[config.mk]
export PLATFORM = sky130hd
export DESIGN_NAME = rmii_rx_framer
export DESIGN_NICKNAME = d
export VERILOG_FILES = /design/src/rtl/rmii_rx_framer.sv
export SDC_FILE = /design/constraint.sdc
export NUM_CORES = 1
export LEC_CHECK = 0
export ABC_AREA = 0
export BUFFER_PORTS_ARGS = -buffer_cell sky130_fd_sc_hd__buf_2
export CELL_PAD_IN_SITES_DETAIL_PLACEMENT = 1
export CELL_PAD_IN_SITES_GLOBAL_PLACEMENT = 1
export CORE_MARGIN = 2
export CORE_UTILIZATION = 35
export CTS_CLUSTER_DIAMETER = 120
export DETAILED_ROUTE_END_ITERATION = 7
export PLACE_DENSITY = 0.63
export SETUP_SLACK_MARGIN = 0.05
export SYNTH_ARGS = -nofsm -noshare
export SYNTH_HDL_FRONTEND = slang
export SYNTH_SLANG_ARGS = --single-unit
[constraint.sdc]
create_clock -name clk -period 2.6 [get_ports clk]
set_input_delay 0.78 -clock clk [delete_from_list [all_inputs] [get_ports clk]]
set_output_delay 0.78 -clock clk [all_outputs]
set_load 0.02 [all_outputs]
[src/rtl/rmii_rx_framer.sv]
// rmii_rx_framer
// Receives frames from an RMII PHY, strips preamble and SFD, and pushes each
// payload dibit into a downstream dibit FIFO. Per-frame status (length and
// error flags) is reported with a one-cycle frame_done pulse.
//
// Ports:
//   clk           50 MHz RMII reference clock, all logic on posedge
//   rst           asynchronous active-high reset
//   crs_dv        RMII carrier sense / data valid
//   rxd[1:0]      RMII receive dibit, rxd[0] is the earlier bit
//   rx_er         RMII receive error
//   fifo_full     full flag from the downstream FIFO
//   w_en          FIFO write strobe, one dibit per high cycle
//   data_out[1:0] dibit to the FIFO, valid with w_en, held otherwise
//   frame_active  high from SFD acceptance until frame end or drop
//   frame_done    one-cycle pulse at frame end, status valid with it
//   frame_len     payload byte count (written dibits / 4)
//   err_overflow  a write was refused because the FIFO was full
//   err_align     written dibit count not a multiple of 4
//   err_rx        rx_er seen during payload
//   err_long      frame exceeded MAX_BYTES
module rmii_rx_framer #(
  parameter int MIN_PREAMBLE = 8,
  parameter int MAX_BYTES    = 1518,
  parameter int END_GAP      = 2
) (
  input  logic        clk,
  input  logic        rst,
  input  logic        crs_dv,
  input  logic [1:0]  rxd,
  input  logic        rx_er,
  input  logic        fifo_full,
  output logic        w_en,
  output logic [1:0]  data_out,
  output logic        frame_active,
  output logic        frame_done,
  output logic [15:0] frame_len,
  output logic        err_overflow,
  output logic        err_align,
  output logic        err_rx,
  output logic        err_long
);

  localparam logic [4:0]  MIN_PRE = 5'(MIN_PREAMBLE);
  localparam logic [13:0] MAX_DIB = 14'(MAX_BYTES * 4);
  localparam logic [1:0]  GAP_END = 2'(END_GAP);

  typedef enum logic [2:0] {IDLE, PRE, DATA, DONE, DROP} state_t;

  state_t      state, state_next;

  logic        s_crs;
  logic [1:0]  s_rxd;
  logic        s_er;

  logic [4:0]  pre_cnt;
  logic [1:0]  gap_cnt;
  logic [13:0] dib_cnt;

  logic        wr;
  logic        start;
  logic        set_ovf;
  logic        set_long;
  logic        gap_hit;

  function automatic logic [13:0] sat_inc14(input logic [13:0] v);
    return (v == 14'h3FFF) ? v : v + 14'd1;
  endfunction

  function automatic logic [4:0] sat_inc5(input logic [4:0] v);
    return (v == 5'h1F) ? v : v + 5'd1;
  endfunction

  // Stage 0: register the RMII pins; every decision below uses these copies.
  always_ff @(posedge clk or posedge rst) begin
    if (rst) begin
      s_crs <= 1'b0;
      s_rxd <= 2'b00;
      s_er  <= 1'b0;
    end else begin
      s_crs <= crs_dv;
      s_rxd <= rxd;
      s_er  <= rx_er;
    end
  end

  // This low sample completes the end-of-frame gap.
  assign gap_hit = !s_crs && ((gap_cnt + 2'd1) == GAP_END);

  always_ff @(posedge clk or posedge rst) begin
    if (rst) state <= IDLE;
    else     state <= state_next;
  end

  always_comb begin
    state_next = state;
    wr         = 1'b0;
    start      = 1'b0;
    set_ovf    = 1'b0;
    set_long   = 1'b0;
    case (state)
      IDLE: begin
        if (s_crs && s_rxd == 2'b01) state_next = PRE;
      end
      PRE: begin
        if (!s_crs) begin
          state_next = IDLE;
        end else if (s_rxd == 2'b01) begin
          state_next = PRE;
        end else if (s_rxd == 2'b11 && pre_cnt >= MIN_PRE) begin
          state_next = DATA;
          start      = 1'b1;
        end else begin
          state_next = IDLE;
        end
      end
      DATA: begin
        if (s_crs) begin
          if (fifo_full) begin
            set_ovf    = 1'b1;
            state_next = DROP;
          end else if (dib_cnt >= MAX_DIB) begin
            set_long   = 1'b1;
            state_next = DROP;
          end else begin
            wr = 1'b1;
          end
        end else if (gap_hit) begin
          state_next = DONE;
        end
      end
      DROP: begin
        if (gap_hit) state_next = DONE;
      end
      DONE: begin
        state_next = IDLE;
      end
      default: begin
        state_next = IDLE;
      end
    endcase
  end

  // Stage 1: counters, FIFO write port and frame status.
  always_ff @(posedge clk or posedge rst) begin
    if (rst) begin
      pre_cnt      <= 5'd0;
      gap_cnt      <= 2'd0;
      dib_cnt      <= 14'd0;
      w_en         <= 1'b0;
      data_out     <= 2'b00;
      frame_active <= 1'b0;
      frame_done   <= 1'b0;
      frame_len    <= 16'd0;
      err_overflow <= 1'b0;
      err_align    <= 1'b0;
      err_rx       <= 1'b0;
      err_long     <= 1'b0;
    end else begin
      // Preloading 1 in IDLE accounts for the dibit that triggers IDLE->PRE.
      if (state == IDLE)
        pre_cnt <= 5'd1;
      else if (state == PRE && s_rxd == 2'b01)
        pre_cnt <= sat_inc5(pre_cnt);

      if (state == DATA || state == DROP)
        gap_cnt <= s_crs ? 2'd0 : gap_cnt + 2'd1;
      else
        gap_cnt <= 2'd0;

      if (start)
        dib_cnt <= 14'd0;
      else if (wr)
        dib_cnt <= sat_inc14(dib_cnt);

      w_en <= wr;
      if (wr) data_out <= s_rxd;

      frame_active <= (state_next == DATA);
      frame_done   <= (state_next == DONE);

      if (start) begin
        frame_len    <= 16'd0;
        err_overflow <= 1'b0;
        err_align    <= 1'b0;
        err_rx       <= 1'b0;
        err_long     <= 1'b0;
      end else begin
        if (set_ovf)                err_overflow <= 1'b1;
        if (set_long)               err_long     <= 1'b1;
        if (state == DATA && s_er)  err_rx       <= 1'b1;
        // The transition cycle into DONE never writes, so dib_cnt is final.
        if (state_next == DONE) begin
          frame_len <= {4'd0, dib_cnt[13:2]};
          err_align <= |dib_cnt[1:0];
        end
      end
    end
  end

endmodule
==> impl_metrics.yaml, run 1 <==
setup_path:
  arrival_ns: 2.38
  r2r_cells: 4
  path_class: "reg -> reg"
  crit_fanout: 11
  worstPathRequired_ns: 2.83
  cp-start-kind: "flip-flop"
  crit_path_end_kind: "flip-flop"
  ff2ff_setup_slack_ns: 0.45
grt:
  antenna_found_initial: 0
  grt_max_degree: 28
  grt_pass1_wl_um: 9073
  first_global_vias: 1791
  grt-ovfl-total: 0
  grtUsageTotal: 0.1582
synth:
  synth_edf_count: 0
  netlist_area_um2: 2317
  synth_area_per_cell_um2: 9.988
  synthCells: 232
  async_reset_ff_frac: 1.000
  yosysSeqAreaShare: 0.5292
  ys_warn_count: 0
  ys.flop_type: "dfrtp_1"
  synth.distinct_cells: 42
  ys_seq_elements: 49
floorplanning:
  ios: 32
  start_util: 0.3629
  dieHeight_um: 85.37
  die_w_um: 85.37
  core_area_um2: 6386
  dieArea_um2: 7287
  num_rows: 29
routing:
  drtAntennaViolNets: 0
  drt_pass1_iterations: 4
  drc: 0
  viasPerCell: 5.208
  vias: 1776
  wl_um: 5250
  drtIter0Drc: 106
  wl_per_cell_um: 15.40
timing:
  slew_violations: 0
  timing.final.crit_share: 0.8255
  min_period_ns: 2.146
  worst_pin_slew_ns: 0.5543
  hold_violations: 0
  holdWs_ns: 0.4406
  slew_headroom: 0.6289
  setup_viol: 0
  timing.fmax_mhz: 465.9
  fin_setup_tns_ns: 0
  finalClockSkew_ns: 0.008423
  rsz0062_at_grt: "false"
place:
  io_buffers: 27
  place_hpwl_um: 3776
  place_congestion: 0.7554
clock_tree:
  insertion_delay_ns: 0.30
  root_buffer: "clkbuf_8"
  cts_tree: "done"
  cts_resized: 0
  holdBufCountCts: 0
  cts_sinks: 49
  clock_path_buffers: 2
  post_cts_buffers: 0
  h-tree-depth: 2
  clkTransAtPathRegs_ns: 0.09
  numCtsBuffers: 5
final_layout:
  fin_util: 0.4124
  nNetsFinal: 276
  syn2layout_area_growth_pct: 13.66
  drive_gt1_frac: 0.1856
  antenna_cells: 0
worst_hold_path:
  hold_path_class: "reg -> reg"
  min_path_cells: 1
power_and_ir_drop:
  pwr-share-seq: 0.618
  power_frac_comb: 0.031
  power.internal_mw: 0.9642
  swShare: 0.2293
  clkPwrFrac: 0.351
  p_leak_nw: 1.338
  switchingPower_mw: 0.2869
  cellPowerDensity_nw_per_um2: 475.0
  peakVddDrop_v: 0.0001844
flow_run:
  max-cap-violations: 0
status:
  outcome: "complete, no violations"
## Yosys cell counts (all sizes together), types with 2 or more instances
master	number	area, µm²
o21ai	15	75.07
a31o	3	26.28
nor2	16	60.06
nand2b	4	25.02
mux2i	7	70.07
nor3	3	15.01
nand3b	2	15.01
mux2	2	22.52
or4	4	33.78
inv	9	33.78
buf	7	56.30
nor2b	2	12.51
ha	6	75.07
nand2	38	142.6
clkbuf	5	18.77
and4	2	17.52
or3	5	31.28
dfrtp	49	1226
a21o	2	15.01
nand4bb	2	22.52
and2	3	18.77
nand3	12	60.06
a21oi	11	55.05
and3	4	25.02
xor2	2	17.52
nand4	2	12.51
nor4bb	2	20.02
## power by group through the flow
| stage | clock network (mW) | logic, mW | registers, mW |
|---|---|---|---|
| global placement | 0 | 0.0399 | 0.787 |
| floorplan | 0 | 0.0303 | 0.784 |
| global route | 0.486 | 0.0451 | 0.774 |
| finish | 0.440 | 0.0388 | 0.773 |
| detailed placement | 0 | 0.0406 | 0.788 |
| CTS | 0.460 | 0.0405 | 0.773 |
## final cells by class
cell class | count | area [µm²]
clock inverters | 2 | 10.01
fillers | 768 | 3752
well taps | 77 | 96.34
flip-flops and latches | 49 | 1226
repair buffers | 33 | 192.7
inverters | 9 | 33.78
clock buffers | 6 | 72.57
multi-input cells | 165 | 1002
## cell families (layout without fill, tap and decap cells)
logic type / Yosys count / after routing / synth area share
xor gates and xnor gates: 3 / 3 / 0.01134
other: 1 / 4 / 0.001618
buffers and inverters: 21 / 50 / 0.04697
muxes: 9 / 9 / 0.03996
adders and majority gates: 6 / 6 / 0.03240
and+or+nand+nor: 105 / 105 / 0.2387
AOI/OAI and AO/OA: 38 / 38 / 0.09990
DFF: 49 / 49 / 0.5292
## critical path, stage by stage, from the launching register on
cell and delay, ns:
dfrtp_1 0.53, or3b_4 0.45, or4_4 0.55, or4_1 0.41, a21oi_1 0.15
## placed cells by master, fill, tap and decap left out, types with 3 or more instances in the layout
master,instances
inv_1,8
clkbuf_8,5
buf_4,5
a31o_2,3
or3_1,5
and2_1,3
nor2_1,16
or4_1,3
buf_2,27
conb_1,4
nand2_1,38
and3_1,4
nor3_1,3
nand3_1,12
dfrtp_1,49
mux2i_1,7
a21oi_1,11
o21ai_0,15
ha_1,6
nand2b_1,4
## per-layer routing
metal	vias up	share of wire	wire [µm]	track usage
met2	30	0.46	2404	0.2422
li1	858	-	-	-
met4	0	0.014	74	0.05628
met3	7	0.030	155	0.02432
met1	881	0.50	2616	0.2278
met5	-	0	0	0
## sequential cells by signal, indices dropped and copies added, names as in the netlist, 2 cells and up
register   cells
gap_cnt        2
data_out       2
frame_len     12
s_rxd          2
pre_cnt        5
state          3
dib_cnt       14
## worst paths after layout
path / startpoint / end
worst max-delay path: state[0] / dib_cnt[9]
worst min-delay path: gap_cnt[0] / gap_cnt[0]
worst max register to register: state[0] / dib_cnt[9]
worst min register to register: gap_cnt[0] / gap_cnt[0]
max in group asynchronous: rst / dib_cnt[3]
min in group asynchronous: rst / frame_len[0]
## stage by stage
step | setup slack, ns | area, µm² | power [mW] | cells
after floorplan | 0.5495 | 2328 | 0.8141 | 235
after global placement | 0.3345 | 2551 | 0.8274 | 333
after detailed placement | 0.2862 | 2551 | 0.8286 | 333
after CTS | 0.4512 | 2634 | 1.273 | 341
final | 0.4538 | 2634 | 1.251 | 341
after global routing | 0.3497 | 2634 | 1.305 | 341
(Power assumes the default switching activity.)
==> run 2, diff against run 1 <==
--- a/config.mk
+++ b/config.mk
@@ -13,7 +13,7 @@
 export CORE_UTILIZATION = 35
 export CTS_CLUSTER_DIAMETER = 120
 export DETAILED_ROUTE_END_ITERATION = 7
-export PLACE_DENSITY = 0.63
+export PLACE_DENSITY = 0.65
 export SETUP_SLACK_MARGIN = 0.05
 export SYNTH_ARGS = -nofsm -noshare
 export SYNTH_HDL_FRONTEND = slang
==> constraint.sdc (replaced) <==
create_clock -name clk -period 1.9 [get_ports clk]
set_input_delay 0.57 -clock clk [delete_from_list [all_inputs] [get_ports clk]]
set_output_delay 0.57 -clock clk [all_outputs]
set_load 0.02 [all_outputs]
==> impl_metrics.yaml, run 2 (synthesis results as in run 1) <==
final_layout:
  antenna_cells: 0
  top_regs: "dib_cnt (14), frame_len (12), pre_cnt (5)"
  fill_cells: 735
  top_register: "dib_cnt"
  syn2layout_area_growth_pct: 27.43
  layout_commonest_cell: "dfrtp_1"
  largest_reg_flops: 14
  fin_util: 0.4624
  design_area_um2: 2953
  drive_gt1_frac: 0.3368
  final_cell_mix: "dfrtp_1, nand2_1, buf_4"
  nNetsFinal: 303
  instances_no_fill: 368
floorplanning:
  dieArea_um2: 7287
  start_util: 0.3629
  dieHeight_um: 85.37
  ios: 32
  core_area_um2: 6386
  die_w_um: 85.37
  num_rows: 29
power_and_ir_drop:
  peakVddDrop_v: 0.0003410
  cellPowerDensity_nw_per_um2: 602.6
  finalPower_mw: 1.779
  p_leak_nw: 1.470
routing:
  wl_um: 5630
  drtIter0Drc: 59
  drt_pass1_iterations: 4
  viasPerCell: 5.103
  drc: 0
  wl_per_cell_um: 15.30
  vias: 1878
  drtAntennaViolNets: 0
timing:
  rsz0062_at_grt: "true"
  finalClockSkew_ns: 0.01089
  holdWs_ns: 0.2871
  timing.fmax_mhz: 529.8
  min_period_ns: 1.887
  setup_viol: 0
  hold_violations: 0
  layout_setup_ws_ns: 0.01259
  timing.final.crit_share: 0.9934
  slew_violations: 0
  fin_setup_tns_ns: 0
grt:
  grt_pass1_wl_um: 9680
  antenna_found_initial: 0
  grt_max_degree: 50
  first_global_vias: 1994
  grt-ovfl-total: 0
  grtUsageTotal: 0.1662
place:
  dp_cells: 351
  place_hpwl_um: 3793
  place_congestion: 0.7693
  placed_area_um2: 2693
  pre_cts_ws_ns: -0.1015
  io_buffers: 27
setup_path:
  worstPathRequired_ns: 2.15
  arrival_ns: 2.14
  path_class: "reg -> reg"
  cp-start-kind: "flip-flop"
  crit_path_end_kind: "flip-flop"
  crit_fanout: 5
  worstPathCellList: "or3b_4, or4_4, or4_4, a21oi_2"
  crit_path_top_delay_cell: "or4_4"
  critPathMostFrequentCell: "or4_4"
  cp_slowest_stage_delay_ns: 0.46
clock_tree:
  clock_path_buffers: 2
  h-tree-depth: 2
  cts_sinks: 49
  root_buffer: "clkbuf_8"
  cts_tree: "done"
  clkTransAtPathRegs_ns: 0.10
  holdBufCountCts: 0
  insertion_delay_ns: 0.31
  numCtsBuffers: 5
flow_run:
  max-cap-violations: 0
worst_hold_path:
  hold_path_class: "in -> async"
status:
  outcome: "complete, no violations"
-- run 2: cell types whose count changed in the layout (fill, tap and decap cells not counted), sizes merged --
cell      change
buf          +27
clkbuf        -1
clkinv        -1
clkinvlp      +1
inv           +1
-- run 2: path summary, 6_finish.rpt --
check | startpoint | to | slack, ns | cells past startpoint
min in group clk | rxd[0] | s_rxd[0] | 0.36 | 1
setup reg to reg | state[2] | dib_cnt[9] | 0.01 | 4
hold / removal | rst | frame_len[5] | 0.29 | 3
setup / recovery | state[2] | dib_cnt[9] | 0.01 | 4
hold reg to reg | gap_cnt[0] | gap_cnt[0] | 0.44 | 1
max in group asynchronous | rst | dib_cnt[0] | 1.37 | 3
-- run 2: area by class of cell --
cell class                 count  area (µm²)  area share
clock buffer                   5       68.82     0.02331
clock inverter                 3       21.27    0.007203
inverter                       9       33.78     0.01144
multi-input combinational    165        1105      0.3742
sequential                    49        1229      0.4161
tap                           77       96.34     0.03263
timing repair buffer          60       399.1      0.1352
-- run 2: timing repair --
item                                    4_1_cts  5_1_grt
setup buffers                                 4        5
endpoints found under the setup margin        3       10
pin swaps                                     2        8
resized for setup                             2       20
-- run 2: worst max-delay path, delay by kind of cell, from the launching register on --
kind / cells / cell delay [ns]
flops: 1 / 0.42
simple gates: 3 / 1.30
compound gates: 1 / 0.12
-- run 2: where the power goes --
group	leakage [nW]	switching, mW	internal, mW	total (mW)
clock network	0.0445	0.392	0.263	0.654
registers	0.637	0.00595	1.05	1.05
logic	0.788	0.0439	0.0273	0.0712
total	1.47	0.442	1.34	1.78
-- run 2: per-layer routing --
layer	track usage	part of all wire	up-vias
li1	-	-	914
met1	0.2202	0.47	925
met2	0.2749	0.48	31
met3	0.03599	0.035	8
met4	0.04618	0.015	0
met5	0	0	-
